### src/rtl/adc_osr_pkg.sv
// Shared mode encodings and helpers for the multichannel ADC oversampler.
package adc_osr_pkg;

  localparam int unsigned MODE_W = 3;

  // Mode m averages 4**m samples; bypass passes every sample straight through.
  typedef enum logic [MODE_W-1:0] {
    OSR_BYPASS = 3'd0,
    OSR_X4     = 3'd1,
    OSR_X16    = 3'd2,
    OSR_X64    = 3'd3,
    OSR_X256   = 3'd4,
    OSR_X1K    = 3'd5,
    OSR_X4K    = 3'd6,
    OSR_X16K   = 3'd7
  } osr_mode_e;

  function automatic logic [MODE_W-1:0] osr_clamp(input logic [MODE_W-1:0] mode,
                                                  input int unsigned max_mode);
    if (mode > MODE_W'(max_mode)) return MODE_W'(max_mode);
    return mode;
  endfunction

  function automatic int unsigned osr_limit(input logic [MODE_W-1:0] mode);
    return 32'd1 << {mode, 1'b0};
  endfunction

endpackage

### src/rtl/adc_osr_chan.sv
// One oversampling channel: accumulator, sample counter and latched mode/rounding.
module adc_osr_chan
  import adc_osr_pkg::*;
#(
  parameter int unsigned DATA_W       = 12,
  parameter int unsigned MAX_OSR_LOG4 = 4
) (
  input  logic                           clk,
  input  logic                           rst,
  input  logic                           sample_en,
  input  logic [DATA_W-1:0]              data_in,
  input  logic [MODE_W-1:0]              osr_mode_in,
  input  logic                           round_en_in,
  output logic                           done_c,
  output logic [DATA_W+MAX_OSR_LOG4-1:0] result_c
);

  localparam int unsigned OUT_W = DATA_W + MAX_OSR_LOG4;
  localparam int unsigned ACC_W = DATA_W + 2 * MAX_OSR_LOG4;
  localparam int unsigned CNT_W = 2 * MAX_OSR_LOG4;

  logic [ACC_W-1:0]  acc_q;
  logic [CNT_W-1:0]  cnt_q;
  logic [MODE_W-1:0] mode_q;
  logic              round_q;

  logic              first;
  logic [MODE_W-1:0] eff_mode;
  logic              eff_round;
  logic [MODE_W-1:0] lsh;
  logic [ACC_W-1:0]  acc_next;
  logic [ACC_W-1:0]  rnd_add;
  logic [ACC_W-1:0]  sum;
  logic [ACC_W-1:0]  shifted;

  // A zero count means the next sample starts a fresh conversion and latches the mode inputs.
  always_comb begin
    first     = (cnt_q == '0);
    eff_mode  = first ? osr_clamp(osr_mode_in, MAX_OSR_LOG4) : mode_q;
    eff_round = first ? round_en_in : round_q;
    lsh       = MODE_W'(MAX_OSR_LOG4) - eff_mode;
    acc_next  = first ? ACC_W'(data_in) : acc_q + ACC_W'(data_in);
    rnd_add   = '0;
    if (eff_round && (eff_mode != OSR_BYPASS))
      rnd_add = ACC_W'(1) << (eff_mode - MODE_W'(1));
    sum      = acc_next + rnd_add;
    shifted  = (sum >> eff_mode) << lsh;
    result_c = OUT_W'(shifted);
    done_c   = sample_en && (cnt_q == CNT_W'(osr_limit(eff_mode) - 32'd1));
  end

  always_ff @(posedge clk or posedge rst) begin
    if (rst) begin
      acc_q   <= '0;
      cnt_q   <= '0;
      mode_q  <= '0;
      round_q <= 1'b0;
    end else if (sample_en) begin
      acc_q <= acc_next;
      cnt_q <= done_c ? '0 : cnt_q + CNT_W'(1);
      if (first) begin
        mode_q  <= eff_mode;
        round_q <= eff_round;
      end
    end
  end

endmodule

### src/rtl/adc_osr_mc.sv
// Multichannel ADC oversampler with a single registered valid/ready result port.
module adc_osr_mc
  import adc_osr_pkg::*;
#(
  parameter int unsigned DATA_W       = 12,
  parameter int unsigned CHANNELS     = 4,
  parameter int unsigned MAX_OSR_LOG4 = 4
) (
  input  logic                           clk,
  input  logic                           rst,
  input  logic                           ena,
  input  logic                           sample_valid_in,
  input  logic [$clog2(CHANNELS)-1:0]    sample_ch_in,
  input  logic [DATA_W-1:0]              data_in,
  input  logic [2:0]                     osr_mode_in,
  input  logic                           round_en_in,
  output logic [DATA_W+MAX_OSR_LOG4-1:0] data_out,
  output logic [$clog2(CHANNELS)-1:0]    data_ch_out,
  output logic                           data_valid_out,
  input  logic                           data_ready_in,
  output logic                           overrun_out
);

  localparam int unsigned CH_W  = $clog2(CHANNELS);
  localparam int unsigned OUT_W = DATA_W + MAX_OSR_LOG4;

  logic [CHANNELS-1:0] done_c;
  logic [OUT_W-1:0]    result_c [CHANNELS];

  logic                done_any;
  logic [OUT_W-1:0]    sel_result;
  logic [CH_W-1:0]     sel_ch;
  logic                can_load;

  for (genvar i = 0; i < CHANNELS; i++) begin : g_chan
    logic sample_en;
    assign sample_en = ena && sample_valid_in && (sample_ch_in == CH_W'(i));

    adc_osr_chan #(
      .DATA_W       (DATA_W),
      .MAX_OSR_LOG4 (MAX_OSR_LOG4)
    ) u_chan (
      .clk         (clk),
      .rst         (rst),
      .sample_en   (sample_en),
      .data_in     (data_in),
      .osr_mode_in (osr_mode_in),
      .round_en_in (round_en_in),
      .done_c      (done_c[i]),
      .result_c    (result_c[i])
    );
  end

  // Only one sample arrives per cycle, so at most one channel completes.
  always_comb begin
    done_any   = 1'b0;
    sel_result = '0;
    sel_ch     = '0;
    for (int i = 0; i < int'(CHANNELS); i++) begin
      if (done_c[i]) begin
        done_any   = 1'b1;
        sel_result = result_c[i];
        sel_ch     = CH_W'(i);
      end
    end
    can_load = !data_valid_out || data_ready_in;
  end

  always_ff @(posedge clk or posedge rst) begin
    if (rst) begin
      data_out       <= '0;
      data_ch_out    <= '0;
      data_valid_out <= 1'b0;
      overrun_out    <= 1'b0;
    end else begin
      overrun_out <= done_any && !can_load;
      if (done_any && can_load) begin
        data_out       <= sel_result;
        data_ch_out    <= sel_ch;
        data_valid_out <= 1'b1;
      end else if (data_valid_out && data_ready_in) begin
        data_valid_out <= 1'b0;
      end
    end
  end

endmodule

### config.mk
export PLATFORM = sky130hd
export DESIGN_NAME = adc_osr_mc
export DESIGN_NICKNAME = d
export VERILOG_FILES = /design/src/rtl/adc_osr_pkg.sv /design/src/rtl/adc_osr_chan.sv /design/src/rtl/adc_osr_mc.sv
export SDC_FILE = /design/constraint.sdc
export NUM_CORES = 1
export LEC_CHECK = 0
export ABC_AREA = 1
export BUFFER_PORTS_ARGS = -buffer_cell sky130_fd_sc_hd__buf_2
export CAP_MARGIN = 30
export CORE_UTILIZATION = 55
export DETAILED_ROUTE_END_ITERATION = 6
export PLACE_DENSITY = 0.71
export SKIP_CTS_REPAIR_TIMING = 1
export SKIP_LAST_GASP = 1
export SYNTH_ARGS = -nofsm -noshare
export SYNTH_HDL_FRONTEND = slang
export SYNTH_HIERARCHICAL = 1
export SYNTH_SLANG_ARGS = --single-unit
### constraint.sdc
create_clock -name clk -period 6.3 [get_ports clk]
set_input_delay 0.945 -clock clk [delete_from_list [all_inputs] [get_ports clk]]
set_output_delay 0.945 -clock clk [all_outputs]
set_load 0.02 [all_outputs]
Yosys cells after proc, flatten, opt, wreduce, memory -nomap -nowiden. Cells that the tools add are included.

Add/subtract/negate cells: 24. Order comparisons: 1. Equality and inequality tests: 7. Shifts and indexed selects: 16. Mux-type cells: 36. Reduce and logical (&&, ||, !) cells: 33.

Operators by type and width (number): 20-bit 2-to-1 mux (8); 20-bit by 12-bit adder with 20-bit output (4); 20-bit adder (4); 1-bit by 3-bit left shift with 20-bit output (first input constant) (4); 20-bit by 3-bit left shift with 16-bit output (4); 20-bit by 3-bit >> shifter with 20-bit output (4); 16-bit 2-to-1 mux (4); 8-bit by 1-bit adder with 8-bit output (second input constant) (4); 8-bit == test (4); 8-bit logical NOT (4); 8-bit 2-to-1 mux (4); 1-bit by 4-bit left shift with 8-bit output (first input constant) (4); 8-bit by 1-bit subtractor with 8-bit output (second input constant) (4); 3-bit 2-to-1 mux (6); 1-bit logical AND (16); 1-bit 2-to-1 mux (12); 3-bit nonzero test (4); 3-bit by 1-bit subtractor with 3-bit output (second input constant) (4); 3-bit subtractor (first input constant) (4); 2-bit AND reduction (4); 2-bit == test (second input constant) (2); 2-bit 2-to-1 mux (2); 3-bit > comparator (second input constant) (1); 2-bit by 1-bit == test with 1-bit output (second input constant) (1); 4 further kinds (5).

Register bits: 148. Input bits: 23. Logic and storage cells: 137.

Logic depth before layout (Yosys ltp). Gate-level depths: netlist of run 1.

Depth in word-level cells: 14. Depth in mapped cells: 45. Mapped depth without buffers: 41.

Cells and area by module. The synthesis of run 1 kept the hierarchy.

Modules (own cells, without submodules): adc_osr_chan (g_chan[1].u_chan ...) (times used 2, cells each 818, area each 4718.3 µm², seq. area each 800.8 µm²); adc_osr_chan (g_chan[0].u_chan) (times used 1, cells each 816, area each 4860.9 µm², seq. area each 800.8 µm²); adc_osr_chan (g_chan[3].u_chan) (times used 1, cells each 823, area each 4745.8 µm², seq. area each 800.8 µm²); adc_osr_mc (times used 1, cells each 270, area each 1550.2 µm², seq. area each 500.5 µm²).

Least setup slack after synthesis of run 1. No wires, ideal clock.

Path kind: input port to flip-flop. From: input osr_mode_in[2]. To: register data_out[7]. Library setup time: 116 ps. Arrival time: 4820 ps. Required time: 6184 ps. Path slack: 1363 ps. Cell stages on the path: 37. Buffers on the path: 3. Cells stage by stage: inv_1 -> nand2_1 -> nand2_1 -> o21ai_4 -> inv_2 -> buf_2 -> buf_4 -> buf_2 -> nor2_1 -> ha_1 -> nor2_1 -> inv_1 -> nor3_1 -> ha_1 -> nand3_1 -> nand2_1 -> nand2_1 -> o211ai_1 -> nand2_1 -> nand2_1 -> nand2_2 -> inv_1 -> nand2_1 -> nand2_1 -> o21ai_1 -> o21ai_1 -> or2_1 -> nand3_1 -> nand3_1 -> nand3_1 -> o21ai_1 -> nand2_1 -> nor2_1 -> a21oi_1 -> nand2_1 -> nand2_1 -> nand2_1.

RTL lines: from (decl) (line adc_osr_mc.sv:15) `input logic [2:0] osr_mode_in,`; to (signal assigned) (line adc_osr_mc.sv:78) `data_out <= sel_result;`; to (decl) (line adc_osr_mc.sv:17) `output logic [DATA_W+MAX_OSR_LOG4-1:0] data_out,`.

==> reports/metrics.cfg, run 1 <==
[placed_design]
place_worst_setup_slack_ns = 0.5645
hpwlAfterDp_mm = 49.53
gp_congestion = 0.9674
placed_cells = 3963
port_buffers = 42

[global_routing]
grt-ovfl-total = 0
antenna_found_initial = 2
grt_max_degree = 41
grt_pass1_wl_mm = 105.3
grt_pass1_vias = 21174
grt_usage = 0.3392

[flow_run]
maxCapViolations = 0

[sta]
skew_ns = 0.01024
layout_min_cycle_time_ns = 5.687
post-route-period-util = 0.9027
worst_hold_slack_ns = 0.4397
tightest_slew_ns = 0.8979
fmax_mhz = 175.8
setup_ws_ns = 0.6127
slew_headroom = 0.4007
slew_violations = 0
hold_viol = 0
final.setup.tns_ns = 0
grt_setup_unrepaired = false
setup_viol = 0

[cells_and_area]
drive_gt1_frac = 0.07758
layout.cells.non_filler = 4000
area_growth_pct = 5.043
antenna_cells = 0
fillCellCount = 3725
nNetsFinal = 3659

[synthesis]
yosys_most_used_dff = dfrtp_1
synthCells = 3545
synth_top_area_cell = nand2_1
syn_nets = 3684
async_flop_share = 1.000
synth_top_area_share = 0.2180
yosysWarnings = 6
ys_seq_elements = 148
syn_avg_cell_area_um2 = 5.809
synth-edff-count = 0
synth_seq_area_share = 0.1798
synth_area_leaders = nand2_1, dfrtp_1, nand3_1
yosysUniqueCellTypes = 62
syn_area_um2 = 20590

[setup_path]
start_kind = flip-flop
worstSetupEndpointType = flip-flop
path_max_fanout = 18
crit_cells = 38
cp.arrival_ns = 6.06
cp_data_required_time_ns = 6.67
path_class = reg2reg
cp_slowest_cell = dfrtp_1
critPathMostFrequentCell = nand2_1
cp_slowest_stage_delay_ns = 0.41
critPathTopFamily = simple AND/OR/NAND/NOR gates
reg2reg_depth = 38
crit_buf_inv = 4

[cts]
cts.htree.levels = 4
numCtsBuffers = 17
ctsLongestPathBuffers = 2
clock_sinks = 148
clkTransAtPathRegs_ns = 0.07
cts.root.buffer_cell = clkbuf_16
cts_tree = built
clock_latency_ns = 0.48

[route]
wirelength_mm = 63.25
wl_per_cell_um = 15.81
drc_errors = 1
final_antenna_net_count = 0
drt_iter0_drc = 1708
first_pass_iters = 7
via_per_inst = 5.683
vias = 22731

[floorplanning]
core-area_um2 = 36700
num_rows = 70
pin_count = 43
die_w_um = 195.5
die_y_um = 195.5
die_area_um2 = 38220
initial_core_util = 0.5612

[power_and_ir_drop]
power_w = 0.008527
powerDensity_nw_per_um2 = 394.2
leakagePower_nw = 11.44
vdd_drop_max_uv = 272.3

[min_path]
worst_hold_path_type = in2async

[status]
failed_checks = DRC
status = finished with violations

==> flip-flops by register name, summed over array words and instances (netlist names) <==
signal,count
data_ch_out,2
overrun_out,1
data_valid_out,1
g_chan.u_chan/acc_q,80
data_out,16
g_chan.u_chan/mode_q,12
g_chan.u_chan/round_q,4
g_chan.u_chan/cnt_q,32
==> Yosys cell counts, types with 21 or more instances <==
cell / n
nand3_2: 34
nand4_1: 38
dfrtp_1: 148
a21oi_1: 109
nand2_2: 21
o21ai_1: 36
xor2_1: 61
o21ai_0: 125
nor2_1: 279
buf_2: 71
ha_1: 108
nor3_1: 44
inv_1: 350
nand2_1: 1196
xnor2_1: 31
clkbuf_1: 27
nand3_1: 623
==> stage by stage <==
stage	area, µm²	utilization
3_3_place_gp	20980	0.5716
3_5_place_dp	20990	0.5719
6_report	21630	0.5895
5_1_grt	21630	0.5895
2_1_floorplan	20590	-
4_1_cts	21570	0.5877
==> power breakdown <==
group | switching [W] | internal, W
clock | 0.000490 | 0.000585
sequential | 0.000220 | 0.00119
combinational | 0.00399 | 0.00205
total | 0.00470 | 0.00382
==> per-layer routing <==
metal	wire, µm	global-route usage
met4	2101	0.1266
met2	29040	0.5623
met3	3618	0.05164
met1	28480	0.4443
met5	11	0
==> worst register-to-register path, delay by kind of cell, from the launching register on <==
kind / cells / cell delay, ns
AO/OA/AOI/OAI: 3 / 0.58
buffers and inverters: 4 / 0.66
flip-flops: 1 / 0.41
AND/OR/NAND/NOR: 27 / 3.12
adder cells (fa/ha/maj): 4 / 0.83
==> final timing paths <==
check | end | slack, ns | startpoint
worst max register to register | data_out[11] | 0.61 | g_chan[0].u_chan/cnt_q[0]
max in group asynchronous | data_valid_out | 5.00 | rst
worst min register to register | g_chan[0].u_chan/mode_q[2] | 0.48 | g_chan[0].u_chan/mode_q[2]
min in group clk | g_chan[0].u_chan/mode_q[2] | 0.48 | g_chan[0].u_chan/mode_q[2]
worst min-delay path | g_chan[2].u_chan/mode_q[1] | 0.44 | rst
worst max-delay path | data_out[11] | 0.61 | g_chan[0].u_chan/cnt_q[0]
==> kinds of logic after synthesis <==
| family | count (synthesis) | share of synthesized area |
|---|---|---|
| XOR/XNOR | 92 | 0.03913 |
| AND/OR/NAND/NOR | 2320 | 0.4991 |
| flip-flops | 148 | 0.1798 |
| multiplexers | 15 | 0.007291 |
| adder cells (fa/ha/maj) | 116 | 0.07339 |
| AO/OA/AOI/OAI | 343 | 0.09660 |
| buffers and inverters | 511 | 0.1046 |
==> cell type report <==
class,count,area [µm²],area share
inverter,379,1431,0.06617
timing repair buffer,88,563.0,0.02603
multi-input combinational,2886,14770,0.6827
tap,468,585.6,0.02707
clock inverter,14,153.9,0.007114
sequential,148,3704,0.1712
clock buffer,17,425.4,0.01967
==> layout by cell type, fill, tap and decap left out, drive strengths merged, types with 9 or more instances in the layout <==
cell	count
clkbuf	17
clkinv	15
nand3	657
or2	16
xnor2	31
a31oi	18
nor3	47
nand2	1218
and2	15
o21bai	10
ha	108
nor2	309
mux2i	15
nand4	39
buf	88
o21ai	167
inv	373
a21oi	122
xor2	61
o211ai	9
dfrtp	148
Note: power is estimated with default switching activity, not from simulation.
==> run 2: changes to the inputs <==
Settings changed: ABC_AREA 1 to default, GPL_ROUTABILITY_DRIVEN from default to 0.
==> run 2 against run 1 <==
Compared with the run above:
- the flow now finishes without violations
- global-route usage up 1.5 points
- cell area up 8.0%
- synthesized cell count down 21%
- final cell count down 16%
- die area up 2.6%
- maximum frequency down 7.4%
- synthesized area up 2.6%
- setup slack worse by 0.45 ns
- utilization up 2.9 points
- clock-buffer cell count up 7
- sequential cell count unchanged
- hold slack better by 0.071 ns
==> reports/metrics.cfg, run 2 <==
[status]
status = finished, final reports clean

[route]
final_antenna_net_count = 0
drc_errors = 0
first_pass_iters = 7
vias = 22860
drt_iter0_drc = 2253
wl_per_cell_um = 21.28
via_per_inst = 6.840
wirelength_mm = 71.13

[synthesis]
synth_area_leaders = dfrtp_1, ha_1, nand2_1
yosysWarnings = 6
synth_top_area_share = 0.1753
yosys-top-cells-count = nand2_1, nor2_1, a21oi_1, dfrtp_1, ha_1
synth_top_family_by_area = compound AO/OA/AOI/OAI gates
synth_compound_area_frac = 0.3107
syn_area_um2 = 21130
synth_xor_area_frac = 0.06147
synth_seq_area_share = 0.1753
syn_avg_cell_area_um2 = 7.532
async_flop_share = 1.000
synth-edff-count = 0
synth_most_common_cell = nand2_1
synth_top_area_cell = dfrtp_1
synth_simple_gate_area_frac = 0.2504
ys_seq_elements = 148
yosysUniqueCellTypes = 121
synthMuxAreaShare = 0.07711
syn_nets = 2944
synthAdderAreaFrac = 0.07154
synthCells = 2805
yosys_most_used_dff = dfrtp_1

[cells_and_area]
final_area_um2 = 23360
largest-register = g_chan.u_chan/acc_q
area_growth_pct = 10.55
largestRegisters = g_chan.u_chan/acc_q x80, g_chan.u_chan/cnt_q x32, data_out x16
drive_gt1_frac = 0.1819
mostFrequentLayoutCells = nand2_1, nor2_1, a21oi_1
largest_reg_flops = 80
nNetsFinal = 2957
antenna_cells = 0
mostFrequentLayoutCell = nand2_1

[sta]
slew_headroom = 0.3714
post-route-period-util = 0.9744
setup_viol = 0
setup_ws_ns = 0.1611
slew_violations = 0
grt_setup_unrepaired = true
layout_min_cycle_time_ns = 6.139
hold_viol = 0
tightest_slew_ns = 0.9430
skew_ns = 0.01352
fmax_mhz = 162.9

[cts]
ctsLongestPathBuffers = 2
cts_tree = built
clock_latency_ns = 0.47
clock_sinks = 148
cts.root.buffer_cell = clkbuf_16
numCtsBuffers = 17
clkTransAtPathRegs_ns = 0.07
cts.htree.levels = 4

[setup_path]
cp-startpoint = g_chan[1].u_chan/cnt_q[0]
r2r_start = g_chan[1].u_chan/cnt_q[0]
worstSetupEndpointType = flip-flop
path_max_fanout = 5
cp.arrival_ns = 6.48
path_class = reg2reg
cp_data_required_time_ns = 6.64
regToRegSetupSlack_ns = 0.16
start_kind = flip-flop

[placed_design]
hpwlAfterDp_mm = 51.96
port_buffers = 42
place_worst_setup_slack_ns = -0.1918
placed_area_um2 = 22000

[global_routing]
grt_usage = 0.3545
grt-ovfl-total = 0
antenna_found_initial = 0
grt_pass1_wl_mm = 111.0
grt_pass1_vias = 20987
grt_max_degree = 46

[floorplanning]
core-area_um2 = 37760
num_rows = 71
die_area_um2 = 39200
die_w_um = 198.0
initial_core_util = 0.5596
die_y_um = 198.0
pin_count = 43

[flow_run]
maxCapViolations = 0

[min_path]
worst_hold_path_type = reg2reg
min_from = g_chan[1].u_chan/round_q

-- run 2: cell types whose count changed in the layout (fill, tap and decap cells not counted), moves of 29 or more --
cell      previous run  this run
nand2_1           1195       330
a21oi_1            109       209
a31oi_1             18        55
nand3_2             34         1
buf_4               44       126
mux2i_1             15        72
a211oi_1             2        56
a21o_1               3        32
mux2_2               0        70
xnor2_1             31        87
o211ai_1             8        63
nand3_1            623        77
inv_1              349        66
-- run 2: final timing paths --
check,to,depth (start not counted)
min in group asynchronous,g_chan[3].u_chan/acc_q[1],3
max in group asynchronous,data_out[11],2
min reg2reg,g_chan[1].u_chan/round_q,1
min,g_chan[1].u_chan/round_q,1
max reg2reg,data_out[13],25
max,data_out[13],25
-- run 2: area by class of cell --
cell class	instances	area (µm²)
clock buffer	24	491.7
clock inverter	8	75.07
fill	3340	14400
inverter	84	317.8
multi-input combinational	2393	16910
sequential	148	3706
tap	511	639.4
timing repair buffer	174	1221
-- run 2: kinds of logic (layout without fill, tap and decap cells) --
logic type,count (synthesis),after routing
flip-flops,148,148
AO/OA/AOI/OAI,921,921
adder cells (fa/ha/maj),116,116
AND/OR/NAND/NOR,1060,1060
multiplexers,152,152
buffers and inverters,264,290
XOR/XNOR,144,144
-- run 2: layer usage --
layer,GRT usage,up-vias,share of wire
met4,0.2125,0,0.062
met2,0.5310,1219,0.42
met1,0.4699,10813,0.42
li1,-,10571,-
met5,0,-,0
met3,0.06966,257,0.10
-- run 2: per-stage QoR --
step                std cells   TNS (ns)  hold slack, ns  utilization
finish                   3342          0          0.5109       0.6187
global route             3342    -0.6860          0.5141       0.6187
CTS                      3311     -1.147          0.5070       0.5976
detailed placement       3279    -0.7788          0.4929       0.5826
global placement         3278  -0.001329          0.4878       0.5824
floorplan                2805          0          0.4786            -
-- run 2: worst max-delay path, cell delays in order (launching register included) --
cell and delay [ns]:
dfrtp_2 0.43, inv_1 0.10, ha_1 0.14, or4b_4 0.49, nor4_4 0.22, buf_4 0.18, mux2i_4 0.31, ha_2 0.25
xnor2_2 0.15, nor3_2 0.08, and2_1 0.20, ha_1 0.31, a211oi_1 0.11, or2_2 0.35, a31o_2 0.26, or4b_4 0.51
a2111oi_4 0.39, a31o_1 0.19, o32ai_1 0.13, o31ai_2 0.39, o2bb2ai_2 0.14, mux2i_1 0.21, mux2i_1 0.12, nand3b_1 0.14
a22o_1 0.13, a31oi_1 0.07
Power of run 2 is left out: the tool's default activity adds up to more than one toggle a clock period on the data nets, which glitch-free logic cannot reach.
